$ cat config.mk
export PLATFORM = sky130hd
export DESIGN_NAME = multicycle_controller
export DESIGN_NICKNAME = d
export VERILOG_FILES = /design/src/rtl/multicycle_controller.sv
export SDC_FILE = /design/constraint.sdc
export NUM_CORES = 1
export LEC_CHECK = 0
export CORE_MARGIN = 4
export CORE_UTILIZATION = 30
export CTS_BUF_LIST = sky130_fd_sc_hd__clkbuf_8
export DETAILED_ROUTE_END_ITERATION = 7
export DONT_BUFFER_PORTS = 1
export PLACE_DENSITY = 0.43
export SLEW_MARGIN = 20
export SYNTH_ARGS = -nofsm -noshare
export SYNTH_HDL_FRONTEND = slang
export SYNTH_SLANG_ARGS = --single-unit
$ cat constraint.sdc
create_clock -name CLK -period 6 [get_ports CLK]
set_input_delay 1.2 -clock CLK [delete_from_list [all_inputs] [get_ports CLK]]
set_output_delay 1.2 -clock CLK [all_outputs]
set_load 0.02 [all_outputs]
$ cat src/rtl/multicycle_controller.sv
`default_nettype none
// +--------------------------------------------------------------------------+
// | Module      : multicycle_controller                                      |
// | Description : Main control FSM of the multicycle MIPS datapath.          |
// |               Steps the shared ALU, memory port, IR, PC and register     |
// |               file through several cycles per instruction (LW, SW,       |
// |               R-type, BEQ, ADDI, J), waits on the memory-ready           |
// |               handshake and counts retired instructions.                 |
// | Ports       : CLK, RESET_N (sync, active-low)                            |
// |               Op[5:0], Zero, MemReady           - status inputs          |
// |               IorD, IRWrite, MemWrite, RegDst, MemtoReg, RegWrite,       |
// |               ALUSrcA, ALUSrcB[1:0], ALUOp[1:0], PCSrc[1:0], PCEn        |
// |                                                 - datapath controls      |
// |               Illegal                           - unknown opcode         |
// |               State[3:0]                        - current state (debug)  |
// |               InstrCount[COUNT_WIDTH-1:0]       - retired instructions   |
// | Revision    : 1.0 - initial release                                      |
// +--------------------------------------------------------------------------+
module multicycle_controller #(
   parameter int COUNT_WIDTH  = 32,
   parameter bit ILLEGAL_HALT = 1'b0
) (
   input  logic                   CLK,
   input  logic                   RESET_N,
   input  logic [5:0]             Op,
   input  logic                   Zero,
   input  logic                   MemReady,
   output logic                   IorD,
   output logic                   IRWrite,
   output logic                   MemWrite,
   output logic                   RegDst,
   output logic                   MemtoReg,
   output logic                   RegWrite,
   output logic                   ALUSrcA,
   output logic [1:0]             ALUSrcB,
   output logic [1:0]             ALUOp,
   output logic [1:0]             PCSrc,
   output logic                   PCEn,
   output logic                   Illegal,
   output logic [3:0]             State,
   output logic [COUNT_WIDTH-1:0] InstrCount
);

   typedef enum logic [3:0] {
      FETCH    = 4'd0,
      DECODE   = 4'd1,
      MEMADR   = 4'd2,
      MEMREAD  = 4'd3,
      MEMWB    = 4'd4,
      MEMWRITE = 4'd5,
      EXECUTE  = 4'd6,
      ALUWB    = 4'd7,
      BRANCH   = 4'd8,
      ADDIEX   = 4'd9,
      ADDIWB   = 4'd10,
      JUMP     = 4'd11,
      ILLEGAL  = 4'd12
   } state_t;

   localparam logic [5:0] c_op_lw    = 6'b100011;
   localparam logic [5:0] c_op_sw    = 6'b101011;
   localparam logic [5:0] c_op_rtype = 6'b000000;
   localparam logic [5:0] c_op_beq   = 6'b000100;
   localparam logic [5:0] c_op_addi  = 6'b001000;
   localparam logic [5:0] c_op_j     = 6'b000010;

   state_t                 r_state;
   state_t                 w_next;
   logic [COUNT_WIDTH-1:0] r_count;
   logic                   w_retire;
   logic                   w_irwrite;
   logic                   w_memwrite;
   logic                   w_regwrite;
   logic                   w_pcen;

   always_ff @(posedge CLK) begin
      if (!RESET_N) begin
         r_state <= FETCH;
         r_count <= '0;
      end else begin
         r_state <= w_next;
         if (w_retire) begin
            r_count <= r_count + COUNT_WIDTH'(1);
         end
      end
   end

   always_comb begin
      w_next     = FETCH;
      w_retire   = 1'b0;
      w_irwrite  = 1'b0;
      w_memwrite = 1'b0;
      w_regwrite = 1'b0;
      w_pcen     = 1'b0;
      IorD       = 1'b0;
      RegDst     = 1'b0;
      MemtoReg   = 1'b0;
      ALUSrcA    = 1'b0;
      ALUSrcB    = 2'b00;
      ALUOp      = 2'b00;
      PCSrc      = 2'b00;
      Illegal    = 1'b0;

      case (r_state)
         FETCH: begin
            ALUSrcB = 2'b01;
            if (MemReady) begin
               w_irwrite = 1'b1;
               w_pcen    = 1'b1;
               w_next    = DECODE;
            end else begin
               w_next    = FETCH;
            end
         end
         DECODE: begin
            // Precompute the branch target into ALUOut while Op is decoded.
            ALUSrcB = 2'b11;
            case (Op)
               c_op_lw, c_op_sw: w_next = MEMADR;
               c_op_rtype:       w_next = EXECUTE;
               c_op_beq:         w_next = BRANCH;
               c_op_addi:        w_next = ADDIEX;
               c_op_j:           w_next = JUMP;
               default:          w_next = ILLEGAL;
            endcase
         end
         MEMADR: begin
            ALUSrcA = 1'b1;
            ALUSrcB = 2'b10;
            w_next  = (Op == c_op_lw) ? MEMREAD : MEMWRITE;
         end
         MEMREAD: begin
            IorD   = 1'b1;
            w_next = MemReady ? MEMWB : MEMREAD;
         end
         MEMWB: begin
            MemtoReg   = 1'b1;
            w_regwrite = 1'b1;
            w_retire   = 1'b1;
            w_next     = FETCH;
         end
         MEMWRITE: begin
            // The write strobe stays up until memory accepts it.
            IorD       = 1'b1;
            w_memwrite = 1'b1;
            if (MemReady) begin
               w_retire = 1'b1;
               w_next   = FETCH;
            end else begin
               w_next   = MEMWRITE;
            end
         end
         EXECUTE: begin
            ALUSrcA = 1'b1;
            ALUOp   = 2'b10;
            w_next  = ALUWB;
         end
         ALUWB: begin
            RegDst     = 1'b1;
            w_regwrite = 1'b1;
            w_retire   = 1'b1;
            w_next     = FETCH;
         end
         BRANCH: begin
            ALUSrcA  = 1'b1;
            ALUOp    = 2'b01;
            PCSrc    = 2'b01;
            w_pcen   = Zero;
            w_retire = 1'b1;
            w_next   = FETCH;
         end
         ADDIEX: begin
            ALUSrcA = 1'b1;
            ALUSrcB = 2'b10;
            w_next  = ADDIWB;
         end
         ADDIWB: begin
            w_regwrite = 1'b1;
            w_retire   = 1'b1;
            w_next     = FETCH;
         end
         JUMP: begin
            PCSrc    = 2'b10;
            w_pcen   = 1'b1;
            w_retire = 1'b1;
            w_next   = FETCH;
         end
         ILLEGAL: begin
            Illegal = 1'b1;
            w_next  = ILLEGAL_HALT ? ILLEGAL : FETCH;
         end
         // Unused codes recover to FETCH with every output low.
         default: w_next = FETCH;
      endcase
   end

   // Architectural write strobes are suppressed while reset is asserted so
   // an abandoned instruction cannot commit anything.
   assign IRWrite    = w_irwrite  & RESET_N;
   assign MemWrite   = w_memwrite & RESET_N;
   assign RegWrite   = w_regwrite & RESET_N;
   assign PCEn       = w_pcen     & RESET_N;
   assign State      = r_state;
   assign InstrCount = r_count;

endmodule
`default_nettype wire

# == Word-level counts from Yosys, hierarchy flattened ==
# Cells that the tools add are included.
# word_totals
regBits,36
inputBits,10
out_inout_bits,51
# op_classes
n_mux,20
eq_ne,17
n_bitwise,4
n_addsub,1
reduce_logical,8
# ops
cell,n
32-bit by 1-bit adder with 32-bit output (second input constant),1
4-bit case mux with 7 select lines,1
4-bit == test (second input constant),5
4-bit case mux with 5 select lines,1
4-bit by 3-bit == test with 1-bit output (second input constant),4
6-bit == test (second input constant),2
1-bit two-way mux,10
3-bit two-way mux,3
4-bit by 2-bit == test with 1-bit output (second input constant),2
2-bit case mux with 2 select lines,2
6-bit by 2-bit == test with 1-bit output (second input constant),1
6-bit by 3-bit == test with 1-bit output (second input constant),1
6-bit by 4-bit == test with 1-bit output (second input constant),1
6-bit zero test,1
2-bit case mux with 3 select lines,1
2-bit OR reduction,3
5-bit OR reduction,1
1-bit AND,4
4-bit by 1-bit == test with 1-bit output (second input constant),1
4-bit zero test,1
4-bit OR reduction,1
1-bit case mux with 3 select lines,1
3-bit OR reduction,1
1-bit case mux with 2 select lines,1

# == Depth between registers and ports, before layout ==
# depth
word_depth,4
ltp_mapped,7
depth_no_buf,5

# == Worst setup path before layout ==
# No wires, ideal clock.
# synth_timing
path_type,input -> output
startpoint,input port RESET_N
endpoint,output port IRWrite
t_arrival_ps,2156
path_stages,3
path_buffers,1
setup_slack_ps,2644
path_cell_list,clkbuf_1 -> nand2_1 -> nor4_1
# synth_via
elab_chain_len,1
# synth_rtl
element,line_no,source
from (decl),24,"input logic RESET_N,"
1-bit AND,199,assign IRWrite = w_irwrite & RESET_N;
to (decl),29,"output logic IRWrite,"
# No other way between the ends.

# == Final worst setup path ==
# layout_timing
startpoint,register r_state[2] (netlist: State[2])
endpoint,output port RegWrite
# layout_via
elab_chain_len,4
word_cells_on_any_way,6
cone_classes,eq/ne (3); mux (1); bitwise (1); reduce/logical (1)
# layout_rtl
element,line_no,source
from (decl),67,state_t r_state;
from (signal assigned),81,r_state <= w_next;
4-bit == test or 4-bit by 3-bit == test with 1-bit output (tied branches),104,case (r_state)
3-bit OR reduction (no line) *,n/a,
1-bit two-way mux *,104,
1-bit AND *,201,assign RegWrite = w_regwrite & RESET_N;
to (decl),33,"output logic RegWrite,"
# Every way passes the cells marked *; elsewhere a longest branch is shown, timed or not.

==> results list <==
* Cell depth of the worst hold path: 2
- Global routing used 13.43% of the available tracks across all layers.
- The worst register-to-register path has a setup slack of 3.16 ns.
- The startpoint identified for the worst register-to-register timing path is State[1].
- The count of nets left with antenna violations once routing finished came out at 0.
- Counting cells, the worst reg-to-reg path comes to 5.
- After synthesis, the share of flip-flops with an asynchronous set or reset is 0%.
- Per report_power, the sequential group accounts for 49.6% of the total.
- The worst path needs 3.457 ns of the cycle, external delays included.
* Total clock sinks: 36
- Main synth FF type: sky130_fd_sc_hd__dfxtp_1
- The path class of the tightest hold or removal check is flip-flop to flip-flop.
- Summed over all instances, the cell type with the most area after synthesis is sky130_fd_sc_hd__dfxtp_1.
- Grt total ovfl: 0
- The net count of the finished layout is 267.
- The initial antenna violation count is 0.
- Once the floorplan was initialized, standard cells occupied 31.46% of the core.
- For this design the ratio of total power to cell area is 234.9 mW/mm^2.
- Sw Share: 26.08%
- Vias per inst: 5.524
* Number of DRC markers after the initial detailed-route iteration: 63
- Number of inserted filler cells in the final layout: 705
* Average detailed-routed wire length per instance: 16.23 microns
- Yosys printed 0 warnings.
- In this run the count of I/O pins placed on the die edge is 61.
- Core outline area: 0.006459 sq mm
- Share of post-route cells with drive strength above 1: 5.837%
- CP Data Arrival Time: 2.26 ns
- In this run, CTS created clock tree buffers numbering 5.
- Clock tree synthesis selected as its root buffer the cell sky130_fd_sc_hd__clkbuf_8.
- Post-synthesis sequential area ratio: 35.47%
- Setup repair after global routing left no endpoint under its margin.
- Clock tree from TritonCTS: yes
- Gates resized during post-CTS repair numbered 0.
- Across all layers, the routed design uses 1845 vias.
- In this run the worst path has a maximum fanout of 19.
* Clock latency on the worst-skew pair: 0.29 ns
* Share of power burned in combinational logic: 9.3%
* Number of enable flip-flop cells after synthesis: 0
* Endpoint required time on the critical path: 4.80 ns
- In this run the number of H-tree levels came out at 2.
* ANT cells: 0
* Vias in the first global route: 1748
- Final core utilization: 33.75%
- Reported max-cap violation count: 0
* Maximum number of pins on one net before global-route repair: 31
- Relative to the synthesized area, the layout overhead comes to 7.266%.
- Net count of the mapped netlist: 273
- Dominant cell type by count on the critical path: sky130_fd_sc_hd__nor2_1
* Actual transition at the worst max-transition pin: 0.9006 ns
- Max clock buf depth: 2
- Setup violations remaining at the end of the flow were counted as 0.
* Synth unique cells: 43
* Kind of launch point of the worst setup path: flip-flop
- Total DRC errors in the routed layout: 0
- The die covers 0.008154 sq mm.
* First-pass iteration count of the detailed router: 4
* Clock transition time at the flip-flop clock pins of the worst setup and hold paths: 0.08 ns
- In this run the vertical extent of the chip is 90.30 microns.
* Net switching power: 133.5 uW
- Start point of the critical path: State[2]
- After synthesis, the mean cell area works out to 7.756 sq um.
* Timing-limited maximum frequency: 0.2892 GHz
* Chip width: 90.30 microns
- Max-slew violation total from the final report: 0
- Clock Power Share: 41.1%
- Detailed placement finished with a half-perimeter wire length of 3850 microns.
- Maximum ir drop on the vdd rail: 73.57 uV
- After detailed placement, the total cell area comes to 0.002072 sq mm.
- Internal power comes to 378.5 uW.
- Cells along the critical path: nand2_1 > nor2_1 > a21oi_1 > nor2_1
* Number of core rows: 29
- The analysis attributes to cell leakage a power of 0.6725 nW.
- Critical path start-end classification: flip-flop to output pin
- The flow ran to the end, and the final reports show no timing, DRC or antenna violations.
* FF-to-FF End: InstrCount[30]
- Power comes to 512.0 uW.
- Following the worst setup path forward leads to its endpoint at RegWrite.
- IO Port Bufs: 0
- The largest single stage delay on the critical path is 0.84 ns.
- The slowest stage of the critical path belongs to the cell sky130_fd_sc_hd__dfxtp_1.
* CTS hold repair buffers: 0
- Buffer count from post-CTS setup fixing: 0
- The cell count after synthesis came out at 262.
* Cell area after technology mapping: 0.002032 sq mm
- Flip-flop and latch count after synthesis: 36
* Worst slew margin: 39.41%
- After detailed routing, the total wire length is 5420 microns.
* Endpoints failing hold: 0
- Adding up every negative setup slack in the final design gives 0 ns.
- Share of the clock period used by the worst path: 57.62%
- Once placement completed, the tool counted placed cells totaling 326.
- Summed over its instances, the top area cell type makes up 35.47% of the synthesized netlist area.
- Clock Skews: 0.007337 ns
- The finished cells cover 0.002180 sq mm.
- Number of standard cells in the layout, taps in and fillers out: 334
- First-pass GRT wire length: 9011 microns
- The worst setup path is captured at an output pin.
* Cells taking the most area after synthesis: sky130_fd_sc_hd__dfxtp_1 (35%), sky130_fd_sc_hd__a21oi_1 (6.2%), sky130_fd_sc_hd__xnor2_1 (5.6%), sky130_fd_sc_hd__nor2_1 (4.6%), sky130_fd_sc_hd__o21ai_0 (4.2%)
- RePlAce Congestion: 0.7506
cells in the final DEF, fill, tap and decap left out, types with 2 or more instances in the layout:
master                     instances
sky130_fd_sc_hd__or4_1             5
sky130_fd_sc_hd__or3_1            10
sky130_fd_sc_hd__o31ai_1           3
sky130_fd_sc_hd__and3_1            3
sky130_fd_sc_hd__nor3_1           10
sky130_fd_sc_hd__nand3_1           7
sky130_fd_sc_hd__or2_2             2
sky130_fd_sc_hd__nand2b_1         12
sky130_fd_sc_hd__a21oi_1          25
sky130_fd_sc_hd__xnor2_1          13
sky130_fd_sc_hd__nand2_1          22
sky130_fd_sc_hd__buf_4             2
sky130_fd_sc_hd__nor2_1           25
sky130_fd_sc_hd__mux2i_1           7
sky130_fd_sc_hd__o21ai_0          17
sky130_fd_sc_hd__inv_1             9
sky130_fd_sc_hd__and4_1            3
sky130_fd_sc_hd__nand4_1           8
sky130_fd_sc_hd__dfxtp_1          36
sky130_fd_sc_hd__nor4_1           11
sky130_fd_sc_hd__clkbuf_8          5
power by group through the flow:
stage | Clock [mW] | Sequential, mW | Combinational (mW)
floorplan | 0 | 0.253 | 0.0452
finish | 0.210 | 0.254 | 0.0477
global placement | 0 | 0.260 | 0.0480
global route | 0.228 | 0.255 | 0.0520
CTS | 0.220 | 0.254 | 0.0480
detailed placement | 0 | 0.260 | 0.0478
worst min-delay path by stage:
stage | slack (ns) | startpoint | to
finish | 0.58 | InstrCount[31] | InstrCount[31]
global route | 0.59 | InstrCount[31] | InstrCount[31]
CTS | 0.59 | InstrCount[31] | InstrCount[31]
detailed placement | 0.57 | InstrCount[31] | InstrCount[31]
global placement | 0.56 | InstrCount[31] | InstrCount[31]
floorplan | 0.54 | InstrCount[31] | InstrCount[31]
critical path: cells and delay by family (launching register included):
kind	cells	cell delay, ns
compound gates	1	0.08
flops	1	0.84
simple gates	3	1.06
area by class of cell:
type                    instances  area (sq um)  area share [%]
multi-input cells             203          1210           55.51
flip-flops and latches         36         720.7           33.07
well taps                      77         96.34           4.420
clock buffers                   5         68.82           3.157
clock inverters                 3         38.79           1.780
inverters                       8         30.03           1.378
repair buffers                  2         15.01          0.6889
state kept, by name, indices dropped and copies added, names as in the netlist:
signal	flops
InstrCount	32
State	4
cell families (layout without fill, tap and decap cells):
family / after synthesis / count (layout) / share of synthesized area (%)
multiplexers: 7 / 7 / 3.448
flip-flops: 36 / 36 / 35.47
buffers and inverters: 23 / 18 / 4.988
XOR/XNOR: 14 / 14 / 6.035
AND/OR/NAND/NOR: 126 / 126 / 34.24
adder cells (fa/ha/maj): 1 / 1 / 0.6157
AO/OA/AOI/OAI: 55 / 55 / 15.21
synth_stat cells (5+ instances only):
cell type,count
sky130_fd_sc_hd__nand4_1,8
sky130_fd_sc_hd__nor3_1,10
sky130_fd_sc_hd__xnor2_1,13
sky130_fd_sc_hd__nor4_1,11
sky130_fd_sc_hd__a21oi_1,25
sky130_fd_sc_hd__or4_1,5
sky130_fd_sc_hd__o21ai_0,17
sky130_fd_sc_hd__or3_1,10
sky130_fd_sc_hd__mux2i_1,7
sky130_fd_sc_hd__clkbuf_1,10
sky130_fd_sc_hd__nor2_1,25
sky130_fd_sc_hd__inv_1,8
sky130_fd_sc_hd__nand2_1,22
sky130_fd_sc_hd__nand2b_1,12
sky130_fd_sc_hd__nand3_1,7
sky130_fd_sc_hd__dfxtp_1,36
per-layer routing:
metal,track usage (%),routed length (microns),vias up
met5,0,0,-
met4,4.337,70,0
met3,4.833,354,5
met2,20.91,2496,45
met1,17.28,2499,857
li1,-,-,938
metrics by stage:
| step | hold slack, ns | setup slack, ns |
|---|---|---|
| after floorplan | 0.5405 | 2.644 |
| after global placement | 0.5649 | 2.575 |
| after detailed placement | 0.5727 | 2.555 |
| after CTS | 0.5863 | 2.514 |
| after global routing | 0.5882 | 2.305 |
| final | 0.5753 | 2.543 |
Note: power is estimated with default switching activity, not from simulation.
